===== config.mk =====
export PLATFORM = sky130hd
export DESIGN_NAME = fetch_unit_flat
export DESIGN_NICKNAME = d
export VERILOG_FILES = /design/src/rtl/fetch_unit_pkg.sv /design/src/rtl/fetch_unit_if.sv /design/src/rtl/fetch_unit_next_pc_sel.sv /design/src/rtl/fetch_unit.sv /design/src/flat_wrapper.sv
export SDC_FILE = /design/constraint.sdc
export NUM_CORES = 1
export LEC_CHECK = 0
export CORE_ASPECT_RATIO = 2
export CORE_UTILIZATION = 46
export DETAILED_ROUTE_END_ITERATION = 16
export DONT_BUFFER_PORTS = 1
export GPL_TIMING_DRIVEN = 0
export HOLD_SLACK_MARGIN = 0.1
export PLACE_DENSITY = 0.66
export SLEW_MARGIN = 10
export SYNTH_ARGS = -nofsm -noshare
export SYNTH_HDL_FRONTEND = slang
export SYNTH_SLANG_ARGS = --single-unit

===== constraint.sdc =====
create_clock -name clk -period 4.5 [get_ports clk]
set_input_delay 0.9 -clock clk [delete_from_list [all_inputs] [get_ports clk]]
set_output_delay 0.9 -clock clk [all_outputs]
set_load 0.05 [all_outputs]

===== src/rtl/fetch_unit_pkg.sv =====
// Shared pipeline constants for the instruction fetch stage: FSM encoding,
// default reset PC / NOP word and the fixed instruction width in bytes.
package fetch_unit_pkg;

  localparam logic [1:0] ST_IDLE = 2'd0;
  localparam logic [1:0] ST_REQ  = 2'd1;
  localparam logic [1:0] ST_HOLD = 2'd2;
  localparam logic [1:0] ST_DROP = 2'd3;

  localparam logic [31:0] DEFAULT_RESET_PC = 32'h0000_0000;
  localparam logic [31:0] DEFAULT_NOP_WORD = 32'h0000_0000;
  localparam logic [31:0] INSTR_BYTES      = 32'd4;

endpackage


===== src/rtl/fetch_unit_if.sv =====
// Instruction-memory request/response bus between the fetch unit and imem.
// Handshake: imem_req with a stable imem_addr is held until the cycle
// imem_ready=1; imem_rdata is valid only in that cycle.
interface fetch_unit_if;
  logic        imem_req;
  logic [31:0] imem_addr;
  logic        imem_ready;
  logic [31:0] imem_rdata;

  modport master (
    output imem_req,
    output imem_addr,
    input  imem_ready,
    input  imem_rdata
  );

  modport slave (
    input  imem_req,
    input  imem_addr,
    output imem_ready,
    output imem_rdata
  );
endinterface


===== src/rtl/fetch_unit_next_pc_sel.sv =====
// Redirect arbitration and sequential PC increment for the fetch stage.
// Execute-stage branches are older than decode-stage jumps, so they win.
module next_pc_sel
  import fetch_unit_pkg::*;
(
  input  logic [31:0] pc_i,
  input  logic        branch_taken_i,
  input  logic [31:0] branch_target_i,
  input  logic        jump_taken_i,
  input  logic [31:0] jump_target_i,
  output logic        redirect_o,
  output logic [31:0] redirect_target_o,
  output logic [31:0] pc_plus4_o
);

  assign redirect_o        = branch_taken_i | jump_taken_i;
  assign redirect_target_o = branch_taken_i ? branch_target_i : jump_target_i;
  // Modulo-2^32 wrap is intentional.
  assign pc_plus4_o        = pc_i + INSTR_BYTES;

endmodule


===== src/rtl/fetch_unit.sv =====
// Instruction fetch FSM: issues imem requests, registers the fetched word
// into the IF/ID outputs, and handles stalls and branch/jump redirects.
module fetch_unit
  import fetch_unit_pkg::*;
#(
  parameter logic [31:0] RESET_PC = DEFAULT_RESET_PC,
  parameter logic [31:0] NOP_WORD = DEFAULT_NOP_WORD
) (
  input  logic               clk,
  input  logic               rst,
  input  logic               stall,
  input  logic               branch_taken,
  input  logic [31:0]        branch_target,
  input  logic               jump_taken,
  input  logic [31:0]        jump_target,
  fetch_unit_if.master       imem,
  output logic               valid_out,
  output logic [31:0]        instruction_out,
  output logic [31:0]        PC_out,
  output logic [1:0]         state_o
);

  logic [1:0]  state_q, state_d;
  logic [31:0] pc_q, pc_d;
  logic [31:0] pend_pc_q, pend_pc_d;
  logic        valid_q, valid_d;
  logic [31:0] instr_q, instr_d;
  logic [31:0] pc_out_q, pc_out_d;

  logic        redirect;
  logic [31:0] redirect_target;
  logic [31:0] pc_plus4;
  logic        capture;

  next_pc_sel u_next_pc_sel (
    .pc_i              (pc_q),
    .branch_taken_i    (branch_taken),
    .branch_target_i   (branch_target),
    .jump_taken_i      (jump_taken),
    .jump_target_i     (jump_target),
    .redirect_o        (redirect),
    .redirect_target_o (redirect_target),
    .pc_plus4_o        (pc_plus4)
  );

  // Only a response to a live (non-dropped) request, with no redirect in the
  // same cycle, reaches the IF/ID register.
  assign capture = (state_q == ST_REQ) && imem.imem_ready && !redirect;

  always_comb begin
    state_d   = state_q;
    pc_d      = pc_q;
    pend_pc_d = pend_pc_q;
    case (state_q)
      ST_IDLE: begin
        state_d = ST_REQ;
        pc_d    = redirect ? redirect_target : RESET_PC;
      end
      ST_REQ: begin
        if (redirect) begin
          if (imem.imem_ready) begin
            pc_d = redirect_target;
          end else begin
            pend_pc_d = redirect_target;
            state_d   = ST_DROP;
          end
        end else if (imem.imem_ready) begin
          pc_d    = pc_plus4;
          state_d = stall ? ST_HOLD : ST_REQ;
        end
      end
      ST_HOLD: begin
        if (redirect) begin
          pc_d    = redirect_target;
          state_d = ST_REQ;
        end else if (!stall) begin
          state_d = ST_REQ;
        end
      end
      ST_DROP: begin
        // The old request must still complete; its data is thrown away.
        if (redirect) begin
          pend_pc_d = redirect_target;
        end
        if (imem.imem_ready) begin
          pc_d    = redirect ? redirect_target : pend_pc_q;
          state_d = ST_REQ;
        end
      end
      default: state_d = ST_IDLE;
    endcase
  end

  always_comb begin
    valid_d  = valid_q;
    instr_d  = instr_q;
    pc_out_d = pc_out_q;
    if (redirect) begin
      valid_d = 1'b0;
      instr_d = NOP_WORD;
    end else if (capture) begin
      valid_d  = 1'b1;
      instr_d  = imem.imem_rdata;
      pc_out_d = pc_plus4;
    end else if (!stall) begin
      valid_d = 1'b0;
      instr_d = NOP_WORD;
    end
  end

  always_ff @(posedge clk) begin
    if (rst) begin
      state_q   <= ST_IDLE;
      pc_q      <= RESET_PC;
      pend_pc_q <= 32'h0;
      valid_q   <= 1'b0;
      instr_q   <= NOP_WORD;
      pc_out_q  <= 32'h0;
    end else begin
      state_q   <= state_d;
      pc_q      <= pc_d;
      pend_pc_q <= pend_pc_d;
      valid_q   <= valid_d;
      instr_q   <= instr_d;
      pc_out_q  <= pc_out_d;
    end
  end

  assign imem.imem_req   = (state_q == ST_REQ) || (state_q == ST_DROP);
  assign imem.imem_addr  = pc_q;
  assign valid_out       = valid_q;
  assign instruction_out = instr_q;
  assign PC_out          = pc_out_q;
  assign state_o         = state_q;

endmodule


===== src/flat_wrapper.sv =====
// flat-port wrapper written by rule: the top's interface ports become plain ports
module fetch_unit_flat import fetch_unit_pkg::*;
#(
  parameter logic [31:0] RESET_PC = DEFAULT_RESET_PC,
  parameter logic [31:0] NOP_WORD = DEFAULT_NOP_WORD
)
  (clk, rst, stall, branch_taken, branch_target, jump_taken, jump_target, valid_out, instruction_out, PC_out, state_o, imem_imem_req, imem_imem_addr, imem_imem_ready, imem_imem_rdata);
  fetch_unit_if imem_i ();
  input  logic clk;
  input  logic rst;
  input  logic stall;
  input  logic branch_taken;
  input  logic [31:0] branch_target;
  input  logic jump_taken;
  input  logic [31:0] jump_target;
  output logic valid_out;
  output logic [31:0] instruction_out;
  output logic [31:0] PC_out;
  output logic [1:0] state_o;
  output wire logic [$bits(imem_i.imem_req)-1:0] imem_imem_req;
  output wire logic [$bits(imem_i.imem_addr)-1:0] imem_imem_addr;
  input wire logic [$bits(imem_i.imem_ready)-1:0] imem_imem_ready;
  input wire logic [$bits(imem_i.imem_rdata)-1:0] imem_imem_rdata;
  assign imem_imem_req = imem_i.imem_req;
  assign imem_imem_addr = imem_i.imem_addr;
  assign imem_i.imem_ready = imem_imem_ready;
  assign imem_i.imem_rdata = imem_imem_rdata;
  fetch_unit #(.RESET_PC(RESET_PC), .NOP_WORD(NOP_WORD)) u_core (.clk(clk), .rst(rst), .stall(stall), .branch_taken(branch_taken), .branch_target(branch_target), .jump_taken(jump_taken), .jump_target(jump_target), .imem(imem_i), .valid_out(valid_out), .instruction_out(instruction_out), .PC_out(PC_out), .state_o(state_o));
endmodule

==> flow_summary.ini, run 1 <==
[clock_network]
htreeDepth = 4
cts_root_buffer = clkbuf_16
cts_sinks = 131
postCtsSetupRepairBufs = 0
clock_path_buffers = 2
clk_pin_slew_ns = 0.06
clkLatencyLatePin_ns = 0.43
holdBufCountCts = 0
postCtsResizedCells = 0
cts_made_buffers = 17
cts_tree = done

[power]
powerDensity_nw_per_um2 = 408
p_leak_nw = 2.66
p_total_mw = 3.11
ir_worst_vdd_uv = 277

[timing]
maxSlewViolCount = 0
setup_tns_ns = 0
rsz0062_at_grt = false
fin_crit_ns = 3.15
fmax_mhz = 317
slew_headroom_pct = 40.7
finalSetupViolCount = 0
postLayoutSetupSlackWorst_ns = 1.35
finalHoldViolCount = 0
clock-skew-final_ns = 0.0147
fin_crit_sh_pct = 70.1
tightest_slew_ns = 0.889

[finish]
area_growth_pct = 11.4
drive_above_1_share_pct = 10.2
ff_latch_area_um2 = 2620
final_area_um2 = 7640
layout.nets = 973
multi_input_area_um2 = 3830
nFillCells = 1480
antenna_cells = 0

[place]
dp_hpwl_um = 19800
placement.cell_area_um2 = 7100
numPortBuffers = 0
post-place-ws_ns = 1.49
finalWeightedCongestion = 0.966

[synth]
syn_inst = 851
synth_area_um2 = 6860
seq_area_frac_synth_pct = 38.3
ys_types = 74
ys_seq_elements = 131
syn_nets = 954
synth_top_area_cell = dfxtp_1
avgSynthCellArea_um2 = 8.06
ys_async_sr_fraction_pct = 0
ys_warn_count = 0
synth-edff-count = 0
synthTopCellsByArea = dfxtp_1 38%, a211oi_1 6.4%, nor2_1 5.5%
synth_flop_cell = dfxtp_1
synth.top_cell.area_share_pct = 38.3

[critical_path]
r2r-start = u_core.state_o[1]$_SDFFE_PP0P_
cp-end-kind = output pin
crit_type = reg2out
critPathMaxFanout = 10
startpoint_type = register
required_ns = 3.60
arrival_ns = 2.25
r2r-end = u_core.imem.imem_addr[14]$_SDFFE_PP0P_
ff2ff_path_depth = 7
rrSetupSlack_ns = 1.53
crit_start = u_core.state_o[0]$_SDFFE_PP0P_

[route]
drtIter0Drc = 466
vias = 6783
via_per_inst = 6.32
routed_wirelength_um = 25200
wire_per_inst_um = 23.5
drcViolationCount = 0
ant_nets = 0
dr.pass1.iters = 6

[floorplanning]
start_util_pct = 47.5
die_x_um = 88.3
std_cell_rows = 62
die_area_um2 = 15400
die_h_um = 175
core-area_um2 = 14400
ios = 202

[global_routing]
grt_max_degree = 17
grt_usage_pct = 33.0
grt_pass1_wl_um = 37100
overflow = 0
grt_pass1_vias = 6646
antenna_found_initial = 0

[min_path]
min_path_cells = 2
holdCritStartpoint = u_core.pend_pc_q[9]$_SDFFE_PP0P_
hold_end = u_core.pend_pc_q[9]$_SDFFE_PP0P_
hp-class = reg2reg

[flow_run]
drv_cap = 0

[run_status]
status = completed
==> worst max path at each step <==
| stage | to | slack [ns] | depth (start not counted) |
|---|---|---|---|
| after floorplan | imem_imem_req | 2.05 | 3 |
| after global placement | u_core.PC_out[2]$_SDFFE_PP0P_ | 1.51 | 7 |
| after detailed placement | u_core.PC_out[2]$_SDFFE_PP0P_ | 1.49 | 7 |
| after CTS | imem_imem_req | 1.35 | 3 |
| after global routing | imem_imem_req | 1.29 | 3 |
| final | imem_imem_req | 1.35 | 3 |
==> metal layers <==
metal  track usage, %  vias up  part of all wire, %
met2             58.8      392                   52
met3             9.07      108                  8.0
met1             30.6     3135                   33
li1                 -     3148                    -
met4             24.5        0                  7.0
met5                0        -                    0
==> cell usage in the layout (no fill, tap or decap), types with 13 or more instances in the layout <==
| cell type | n |
|---|---|
| nand2_1 | 81 |
| a21oi_1 | 71 |
| a211oi_1 | 58 |
| clkbuf_16 | 17 |
| clkbuf_1 | 35 |
| xor2_1 | 16 |
| dfxtp_1 | 131 |
| nand3_1 | 55 |
| a221oi_1 | 13 |
| o21ai_0 | 42 |
| nand4_1 | 14 |
| mux2i_1 | 32 |
| nor2_1 | 101 |
| buf_2 | 25 |
| nor3_1 | 13 |
==> area by class of cell <==
type                    instances  area share [%]
flip-flops and latches        131            34.3
clock inverters                12            1.18
well taps                     192            3.14
plain buffers                  76            4.68
multi-input cells             632            50.1
inverters                      12           0.590
clock buffers                  19            5.93
==> metrics by stage <==
step           hold WS [ns]  utilization [%]  cells
6_report              0.494             52.9   1074
4_1_cts               0.492             52.9   1074
3_3_place_gp          0.465             49.2   1043
5_1_grt               0.514             52.9   1074
2_1_floorplan         0.442                -    851
3_5_place_dp          0.479             49.2   1043
==> power by group <==
group	switching [mW]	internal, mW
logic	0.262	0.139
clock network	0.519	0.774
registers	0.201	1.22
total	0.981	2.13
==> state kept, by name, summed over array words and instances, names as in the netlist <==
register	flops
u_core.instruction_out	32
u_core.pend_pc_q	32
u_core.state_o	2
u_core.valid_out	1
u_core.PC_out	32
u_core.imem.imem_addr	32
==> logic make-up after synthesis <==
family	share of synthesized area (%)
AND/OR/NAND/NOR	22.6
AO/OA/AOI/OAI	24.4
flip-flops	38.3
buffers and inverters	5.88
multiplexers	5.33
XOR/XNOR	3.32
adder cells (fa/ha/maj)	0.182
==> worst max-delay path, cell delays in order, from the launching register on <==
cell      delay, ns
dfxtp_1        0.69
buf_2          0.34
buf_2          0.29
clkbuf_1       0.50
==> Yosys cell counts (all sizes together), types with 3 or more instances <==
library cell and count:
xnor2 10, dfxtp 131, o2bb2ai 6, nor2 103, a21o 4, or3 3, o211ai 4, nor4 8
mux2 4, xor2 16, o22ai 6, o21ai 43, nand2 83, nor3b 3, a32o 3, o32ai 4
a22oi 7, or2 3, buf 38, a22o 4, nand3 56, clkbuf 38, a211oi 58, o31ai 4
mux2i 32, nand4 15, and3 6, nand2b 6, a21oi 72, a221oi 13, nor2b 5, inv 10
nor3 15, and4 3
(Power assumes the default switching activity.)
==> run 2, diff against run 1 <==
clock period = 3.2 ns   (was 4.5 ns; I/O delays follow)
==> results of run 2 <==
Same layout as run 1 (identical final DEF). Status: completed.
Among the figures that moved: setup slack after placement 1.49 ns -> 0.364 ns; setup slack after layout 1.35 ns -> 0.233 ns; hold slack 0.494 ns -> 0.346 ns; start point of the critical path u_core.state_o[0]$_SDFFE_PP0P_ -> u_core.state_o[1]$_SDFFE_PP0P_; end point of the critical path imem_imem_req -> u_core.imem.imem_addr[14]$_SDFFE_PP0P_; register-to-register setup slack 1.53 ns -> 0.23 ns; end point of the worst hold path u_core.pend_pc_q[9]$_SDFFE_PP0P_ -> u_core.instruction_out[0]$_SDFFE_PP0P_; total power 3.11 mW -> 4.38 mW; worst IR drop on VDD 277 uV -> 389 uV
